--- src/rtl/data_trans_pkg.sv ---
// Shared types and width constants for the data_trans nibble/byte packer.
package data_trans_pkg;

  localparam int DATA_W = 8;
  localparam int NIB_W  = 4;

  typedef enum logic [0:0] {
    IDLE          = 1'b0,
    S_UNSENT_DATA = 1'b1
  } state_t;

endpackage

--- src/rtl/data_trans.sv ---
// Packs a LSB-first stream of bytes and nibbles into contiguous output bytes.
// Optional `pending` output when DATA_TRANS_PENDING_EN is defined.
module data_trans
  import data_trans_pkg::*;
(
  input  logic              clk,
  input  logic              reset,
  input  logic              start,
  input  logic [DATA_W-1:0] data_in,
  input  logic              byt,
`ifdef DATA_TRANS_PENDING_EN
  output logic              pending,
`endif
  output logic [DATA_W-1:0] data_o,
  output logic              data_en
);

  state_t             state_cur;
  state_t             state_nxt;
  logic [NIB_W-1:0]   nib_q;
  logic [NIB_W-1:0]   nib_nxt;
  logic [DATA_W-1:0]  do_nxt;
  logic               en_nxt;

  always_ff @(posedge clk) begin
    if (reset) begin
      state_cur <= IDLE;
      nib_q     <= '0;
      data_o    <= '0;
      data_en   <= 1'b0;
    end else begin
      state_cur <= state_nxt;
      nib_q     <= nib_nxt;
      data_o    <= do_nxt;
      data_en   <= en_nxt;
    end
  end

  // Upper nibble of data_in is only read on byt=1 paths.
  always_comb begin
    state_nxt = state_cur;
    nib_nxt   = nib_q;
    do_nxt    = data_o;
    en_nxt    = 1'b0;
    if (start) begin
      unique case (state_cur)
        IDLE: begin
          if (byt) begin
            do_nxt = data_in;
            en_nxt = 1'b1;
          end else begin
            nib_nxt   = data_in[NIB_W-1:0];
            state_nxt = S_UNSENT_DATA;
          end
        end
        S_UNSENT_DATA: begin
          do_nxt = {data_in[NIB_W-1:0], nib_q};
          en_nxt = 1'b1;
          if (byt) begin
            nib_nxt = data_in[DATA_W-1:NIB_W];
          end else begin
            state_nxt = IDLE;
          end
        end
        default: state_nxt = IDLE;
      endcase
    end
  end

`ifdef DATA_TRANS_PENDING_EN
  always_ff @(posedge clk) begin
    if (reset) begin
      pending <= 1'b0;
    end else begin
      pending <= (state_nxt == S_UNSENT_DATA);
    end
  end
`endif

endmodule

--- config.mk ---
export PLATFORM = sky130hd
export DESIGN_NAME = data_trans
export DESIGN_NICKNAME = d
export VERILOG_FILES = /design/src/rtl/data_trans_pkg.sv /design/src/rtl/data_trans.sv
export SDC_FILE = /design/constraint.sdc
export NUM_CORES = 1
export LEC_CHECK = 0
export BUFFER_PORTS_ARGS = -buffer_cell sky130_fd_sc_hd__buf_2
export CORE_UTILIZATION = 47
export DETAILED_ROUTE_END_ITERATION = 7
export GPL_ROUTABILITY_DRIVEN = 1
export PLACE_DENSITY = 0.73
export SYNTH_ARGS = -nofsm -noshare
export SYNTH_HDL_FRONTEND = slang
export SYNTH_SLANG_ARGS = --single-unit
--- constraint.sdc ---
create_clock -name clk -period 1.9 [get_ports clk]
set_input_delay 0.38 -clock clk [delete_from_list [all_inputs] [get_ports clk]]
set_output_delay 0.38 -clock clk [all_outputs]
set_load 0.1 [all_outputs]
==> Yosys cells after proc, flatten, opt, wreduce, memory -nomap -nowiden <==
Index checks and enable logic that the tools add are counted.
{ "totals": {"register_bits": 14, "input_bits": 12, "out_inout_bits": 9, "wordCells": 21} }
{ "classes": {"n_eq_ne": 3, "muxes": 9, "bitwise_logic": 2, "reduce_logical": 3} }
{ "ops": {"columns": ["operator", "count"], "rows": [
  ["$pmux 8 s2", 1],
  ["$mux 4", 2],
  ["$mux 8", 1],
  ["$pmux 4 s2", 1],
  ["$ne 2x2->1 const B", 3],
  ["$pmux 1 s2", 2],
  ["$reduce_and 3->1", 1],
  ["$mux 1", 2],
  ["$not 1->1", 2],
  ["$reduce_and 2->1", 1],
  ["$reduce_or 2->1", 1]
]} }

==> Longest topological paths before layout <==
Gate-level depths: netlist of the first run.
{ "logic_depth": {"ltp_word": 3, "mapped_depth": 7, "ltp_nobuf": 5} }

==> Worst setup path before layout of the first run <==
Ideal clock, no wire load.
{ "synth_path": {"path_type": "flip-flop to flip-flop", "startpoint": "register, netlist name data_o[4]", "endpoint": "register data_o[4]", "setup_time_ps": 80, "arrival_ps": 1260, "required_ps": 1820, "path_slack_ps": 561, "path_stages_with_launch": 3, "path_buffers": 0, "period_less_slack_ps": 1339, "path_cell_list": "dfxtp_1 -> nor2_1 -> a211oi_2"} }
{ "synth_rtl": {"columns": ["item", "line", "text"], "rows": [
  ["to (signal assigned)", "data_trans.sv:34", "data_o <= do_nxt;"],
  ["to (decl)", "data_trans.sv:14", "output logic [DATA_W-1:0] data_o,"]
]} }

==> Final worst setup path of the first run <==
{ "layout_path": {"startpoint": "register data_o[1]", "endpoint": "output port data_o[1]"} }
No word-level cell between the ends.

==> run summary, run 1 <==
The tools report the number of gates resized after CTS as 0. Maximum buffer depth of the clock tree: 2. After global routing the overflow that remains totals 0.

Measured against its own limit, the worst slew margin works out to 67.9%. TritonCTS built the clock tree. The detailed router used layers up to and including met4.

Across the routed clock network, the largest skew measured is 0.00218 ns. The logs give 0 for the quantity of hold-fixing buffers added after cts and 0 for the total of warnings raised by yosys. The worst path meets setup with 0.472 ns of slack. By area, the combinational part of the netlist is dominated by simple AND/OR/NAND/NOR gates. Input and output buffers added on the ports amount to 20. The layout cell share with drive strength beyond 1 is 31.1%. The number of cells on the critical path came out at 1. The total area inside the core boundary comes to 1190 um^2. The run gives 591 um as the met1 layer wirelength in the final routing. At the worst endpoint, the arrival time is 1.05 ns. The final layout contains routed wiring with a total length of 1160 um. The buffering stage count on the worst path with inverters included is 1.

The number of failing hold endpoints at the final stage was 0; the shortest clock period the worst path allows after layout was 1.43 ns. The tools report the count of cell types in the netlist as 15. The synthesized netlist devotes 23.7% of its cell area to simple gates. Across the VDD grid, the largest voltage drop is 0.642 mV. The number of diodes came out at 0. Of all cell types, the one taking the most synthesized area is sky130_fd_sc_hd__dfxtp_1. Compared with the post-synthesis result, the final layout area differs by 19.3%. In this run the worst path has a maximum fanout of 2. The number of buffers created by CTS is 3.

The kind of end point of the critical path is an output port. The transition time at the pin with the least slew margin works out to 0.484 ns. For this run, design rule violations remaining after detail routing come to 0. The post-CTS setup buffer count came out at 0. The top cell types in the final layout, fill and taps aside, are sky130_fd_sc_hd__buf_2, sky130_fd_sc_hd__dfxtp_1, sky130_fd_sc_hd__nor2_1. For the setup-violating endpoint count in the final report, the log shows 0. The flow ran to the end, and the final reports show no timing, DRC or antenna violations.

The largest net degree at the start of global routing is 18, and the number of flip-flops and latches in the synthesized netlist is 14. Worst hold path stage count: 3. The run gives 0 as the number of max-slew violations in the final report. The path type of the worst setup path was reg2out. The floorplan step set the die height to 38.7 um. Clock-pin slew was measured on the worst setup and hold paths at 0.08 ns.

A synthesized cell averages 9.19 um^2. The via density per instance is 5.18. The total number of nets in the final design came out at 104. In this run, the number of DRC markers left after iteration 0 of detailed routing was 10. The final clock period utilization by the worst path came out at 75.2%. For this design the top-level I/O count stands at 21.

The tools report the post-synthesis cell count as 69. Timing analysis after detailed placement gives a worst setup slack of 0.399 ns. Leading cell type in the layout, fill and taps excluded: sky130_fd_sc_hd__buf_2. Summing the areas of all compound-gate instances in the mapped netlist gives 18.1% of the synthesized area.

By area the synthesized netlist is led by sky130_fd_sc_hd__dfxtp_1, sky130_fd_sc_hd__a211oi_1, sky130_fd_sc_hd__nor2_1, sky130_fd_sc_hd__nor3_1, sky130_fd_sc_hd__a211oi_2. The number of antenna violations at the first check in global routing was 0. The mapped netlist covers 634 um^2.

The number of H-tree levels is 1. The clock reaches the later pin of the worst-skew pair after 0.28 ns. The kind of cell with the highest combined delay on the critical path is buffers and inverters. In this run the static leakage power is 0.327 nW. Setup repair after global routing left no endpoint under its margin.

For this run, the top clock speed supported by timing is 0.700 GHz. The worst register-to-register path has a depth of 5. The power density over cell area is 1010 nW/um^2. From left edge to right edge, the die measures 38.7 um. For this design, the slowest cell found on the critical path is sky130_fd_sc_hd__buf_2.

The max capacitance violation total came out at 0. The worst setup path is launched from a flip-flop. After detailed routing, the met2 layer carries 462 um of wire. Of the post-synthesis cell area, the part taken by muxes is 4.73%. The tree is rooted in a sky130_fd_sc_hd__clkbuf_4.

For the final routed database, the setup TNS stands at 0 ns. Summed over all nets, wire length on met3 after detailed routing comes to 70 um. For this design, the sink count on the clock tree is 14. Floorplan die area: 1500 um^2.

Traced cell by cell, the critical path runs through buf_2. Across every metal layer, demand over resource in global routing totals 20.2%. The initialized floorplan defines 12 standard-cell rows. Detailed placement ended at an HPWL of 808 um. Summing the areas of all fa, ha and maj instances in the mapped netlist gives 1.97% of the synthesized area. The via count of the first global-routing pass is 413, and the global-route wire length before repair is 1930 um. Once detail routing completed, the nets flagged for antenna violations numbered 0. In this run the worst hold path is classified as in2reg. Post-synthesis share of cell area spent on xor and xnor gates: 0%.

The share of synthesized area in the top cell type comes to 44.2%. Total vias in the final route: 539. The first TritonRoute pass finished after 4 iterations. The routability congestion estimate from global placement is 0.746. The average wire per cell in the routed design is 11.2 um, and the starting utilization of the core area is 53.5%. Data on the critical path is required at its endpoint by 1.52 ns. Sequential elements use 44.2% of the synthesized area.

The number of nets in the synthesized netlist is 82. For this run, the slowest stage of the critical path takes 0.42 ns.
-- cells by family (layout without fill, tap and decap cells) --
logic type / after synthesis / in the layout
compound gates: 14 / 14
buf+inv: 6 / 27
mux: 3 / 3
simple gates: 31 / 31
fa+ha+maj: 1 / 1
flops: 14 / 14
-- final timing paths --
check,from,to,slack (ns)
hold / removal,data_in[3],data_o[7],0.36
setup / recovery,data_o[1],data_o[1],0.47
hold reg to reg,data_o[2],data_o[2],0.49
setup reg to reg,state_cur,data_o[7],0.52
-- final cells by class --
class                   count  area (um^2)
multi-input cells          49          308
inverters                   2         7.51
well taps                  14         17.5
repair buffers             21          108
fillers                   107          429
clock buffers               4         36.3
flip-flops and latches     14          280
-- stage by stage --
| step | utilization [%] | std cells | total power, W | instance area (um^2) | hold slack, ns |
|---|---|---|---|---|---|
| after global routing | 63.8 | 104 | 0.000802 | 757 | 0.366 |
| after global placement | 60.8 | 100 | 0.000555 | 721 | 0.474 |
| after detailed placement | 60.8 | 100 | 0.000557 | 721 | 0.477 |
| after CTS | 63.8 | 104 | 0.000777 | 757 | 0.358 |
| final | 63.8 | 104 | 0.000766 | 757 | 0.364 |
| after floorplan | - | 69 | 0.000523 | 634 | 0.459 |
-- sequential cells by signal, summed over array words and instances (netlist names) --
register	count
data_en	1
data_o	8
state_cur	1
nib_q	4
-- routing by layer --
metal  GRT usage (%)  vias up
li1                -      287
met1            26.9      228
met2            25.8       20
met3            6.94        4
met4            15.5        0
met5               0        -
-- Yosys cell counts --
| master | instances |
|---|---|
| sky130_fd_sc_hd__buf_6 | 3 |
| sky130_fd_sc_hd__and2b_1 | 1 |
| sky130_fd_sc_hd__dfxtp_1 | 14 |
| sky130_fd_sc_hd__nand2_1 | 1 |
| sky130_fd_sc_hd__nor2b_1 | 5 |
| sky130_fd_sc_hd__nand2b_1 | 3 |
| sky130_fd_sc_hd__a211oi_2 | 3 |
| sky130_fd_sc_hd__buf_2 | 1 |
| sky130_fd_sc_hd__mux2i_1 | 3 |
| sky130_fd_sc_hd__nor2_1 | 13 |
| sky130_fd_sc_hd__a21oi_1 | 2 |
| sky130_fd_sc_hd__nor3_1 | 8 |
| sky130_fd_sc_hd__ha_1 | 1 |
| sky130_fd_sc_hd__inv_1 | 2 |
| sky130_fd_sc_hd__a211oi_1 | 9 |
-- where the power goes --
| part | switching, W | total (W) | internal [W] |
|---|---|---|---|
| sequential | 0.0000105 | 0.000328 | 0.000318 |
| combinational | 0.000169 | 0.000222 | 0.0000527 |
| clock | 0.0000991 | 0.000216 | 0.000117 |
| total | 0.000279 | 0.000766 | 0.000487 |
Note: power is estimated with default switching activity, not from simulation.
==> run 2, diff against run 1 <==
--- a/config.mk
+++ b/config.mk
@@ -6,10 +6,10 @@
 export NUM_CORES = 1
 export LEC_CHECK = 0
 export BUFFER_PORTS_ARGS = -buffer_cell sky130_fd_sc_hd__buf_2
-export CORE_UTILIZATION = 47
+export CORE_UTILIZATION = 42
 export DETAILED_ROUTE_END_ITERATION = 7
 export GPL_ROUTABILITY_DRIVEN = 1
-export PLACE_DENSITY = 0.73
+export PLACE_DENSITY = 0.69
 export SYNTH_ARGS = -nofsm -noshare
 export SYNTH_HDL_FRONTEND = slang
 export SYNTH_SLANG_ARGS = --single-unit
==> constraint.sdc (replaced) <==
create_clock -name clk -period 1.28 [get_ports clk]
set_input_delay 0.256 -clock clk [delete_from_list [all_inputs] [get_ports clk]]
set_output_delay 0.256 -clock clk [all_outputs]
set_load 0.1 [all_outputs]
==> run summary, run 2 (synthesis results as in run 1) <==
For this run, the top clock speed supported by timing is 0.823 GHz. The logs give 2300 um for the global-route wire length before repair and 18 for the largest net degree at the start of global routing. For this design the ratio of total power to cell area is 1320 nW/um^2. Clock-pin slew was measured on the worst setup and hold paths at 0.09 ns. The element type at the critical path start is a flip-flop. The total wire length is 1490 um, and the leakage power of the design is 0.387 nW. The count of nets left with antenna violations once routing finished came out at 0. The final critical path takes up 95.0% of the cycle.

The number of standard-cell rows in the floorplan is 13, and the number of buffers created by CTS is 3. Compared with the post-synthesis result, the final layout area differs by 51.5%. Of the cells placed in the final design, the portion with a size suffix greater than 1 is 49.5%. The transition time at the pin with the least slew margin works out to 0.293 ns. Total power for the finished layout comes to 0.00127 W. The area used by multi-input combinational logic is 359 um^2, and the quantity of hold-fixing buffers added after cts is 0.

Setup repair after global routing left no endpoint under its margin. The shortest clock period the worst path allows after layout is 1.22 ns, and the post-route DRC violation count is 0. The top cell types in the final layout, fill and taps aside, are sky130_fd_sc_hd__nor2_1, sky130_fd_sc_hd__buf_2, sky130_fd_sc_hd__dfxtp_1. 0 antenna diodes ended up in the layout. After floorplanning, the core was sized to cover 1350 um^2. In this run the cell area measured after placement is 887 um^2. In the final timing run, aggregate negative setup slack is 0 ns. The floorplan step set the die height to 40.9 um.

The tools report the number of failing hold endpoints at the final stage as 0. The worst setup path is captured at a flip-flop. The tools report the highest ir drop seen on vdd as 0.913 mV.

The run gives 515 as the via count of the first global-routing pass. At the worst endpoint, the required time is 1.46 ns. The logs give 1020 um for the HPWL after detailed placement and 287 um^2 for the area of all sequential standard cells. The run gives 5 as the DRC violation total after the first TritonRoute iteration. Once the floorplan was initialized, standard cells occupied 47.0% of the core.

Input and output buffers added on the ports amount to 20. The library cell used most frequently in the layout, excluding fill and tap cells, is sky130_fd_sc_hd__nor2_1. 21 I/O pins were placed. Data arrives at the worst endpoint at 1.40 ns. Overflow left after global routing: 0.

Routability congestion estimate from global placement: 0.716. On the final layout, the worst hold slack is 0.222 ns. The net count of the finished layout is 107. The floorplan die area was 1670 um^2. Across the run, the number of max-cap violations was 0.

The depth of the worst register-to-register path is 5. In this run the tightest slew margin relative to its limit is 80.5%. The largest registers in the layout are data_o x8, nib_q x4. The logs give 961 um^2 for the cell area after layout and 0.06 ns for the register-to-register path setup slack.

The worst register-to-register path ends at data_o[2]. The worst hold path belongs to the class in2reg. In this run the worst setup path begins at state_cur. The tree is rooted in a sky130_fd_sc_hd__clkbuf_4.

The clock passes through at most 2 buffers. In this run the worst path has a maximum fanout of 6. The via density per instance was 5.30; the number of sinks handled by clock tree synthesis was 14. Setup violations remaining at the end of the flow were counted as 0. The run gives 0 as the number of max-slew violations in the final report.

Cells fill 71.2% of the core in the end. The register containing the most flip-flops in the final layout was data_o. The final route contains 572 vias.

The global-route usage over all layers is 22.1%, and the width of the die is 40.9 um. After clock tree synthesis, the setup repair step added 0 buffers. The number of antenna violations at the first check in global routing is 0, and the average wire per cell in the routed design is 13.8 um.

The flow ran to the end, and the final reports show no timing, DRC or antenna violations. TritonCTS built the clock tree. Fill cells in the final layout number 108. Between clock sinks in the finished design, the worst skew comes to 0.00420 ns.

Before antenna repair, the detailed router went through 3 iterations. The tools report the number of H-tree levels as 1. The setup path with the least slack is of type reg2reg. In this run the critical register-to-register path is launched from state_cur.

The later pin in the worst-skew pair is clocked with a latency of 0.29 ns. The most critical setup path has its endpoint at data_o[2]. The flip-flop count of the largest register, all copies and words added works out to 8.
==> run 2: where the power goes <==
group,internal [W],switching (W)
clock network,0.000174,0.000157
logic,0.000165,0.000269
registers,0.000475,0.0000319
total,0.000813,0.000459
==> run 2: per-layer routing <==
| layer | wire [um] | GRT usage [%] |
|---|---|---|
| met2 | 717 | 39.8 |
| met4 | 20 | 5.00 |
| met5 | 0 | 0 |
| met1 | 680 | 24.1 |
| met3 | 72 | 8.15 |
==> run 2: worst min path at each step <==
stage | endpoint | slack (ns) | start | depth (start not counted)
after floorplan | data_o[0] | 0.34 | reset | 1
after global placement | nib_q[1] | 0.48 | nib_q[1] | 2
after detailed placement | nib_q[1] | 0.48 | nib_q[1] | 2
after CTS | data_o[7] | 0.22 | data_in[3] | 3
after global routing | data_o[7] | 0.23 | data_in[3] | 3
final | data_o[7] | 0.22 | data_in[3] | 3
==> run 2: final cells by class <==
type	instances	area share [%]
repair buffers	24	26.3
multi-input cells	49	37.4
flip-flops and latches	14	29.8
well taps	15	1.95
inverters	2	0.781
clock buffers	4	3.78
==> run 2: critical path, cell delays in order (launching register included) <==
cell and delay, ns:
sky130_fd_sc_hd__dfxtp_2 0.35, sky130_fd_sc_hd__inv_2 0.05, sky130_fd_sc_hd__ha_4 0.15, sky130_fd_sc_hd__nand2b_2 0.23
sky130_fd_sc_hd__a211oi_1 0.24, sky130_fd_sc_hd__nor3_1 0.08
==> run 2: repair_timing <==
| action | CTS | global route |
|---|---|---|
| gates cloned | 0 | 0 |
| resized for setup | 5 | 5 |
| setup endpoints to repair | 6 | 11 |
==> run 2: through the flow <==
stage | instances | worst slack [ns]
after floorplan | 69 | -0.0214
after global placement | 104 | 0.0159
after detailed placement | 104 | -0.0534
after CTS | 108 | 0.000530
after global routing | 108 | 0.0132
final | 108 | 0.0642
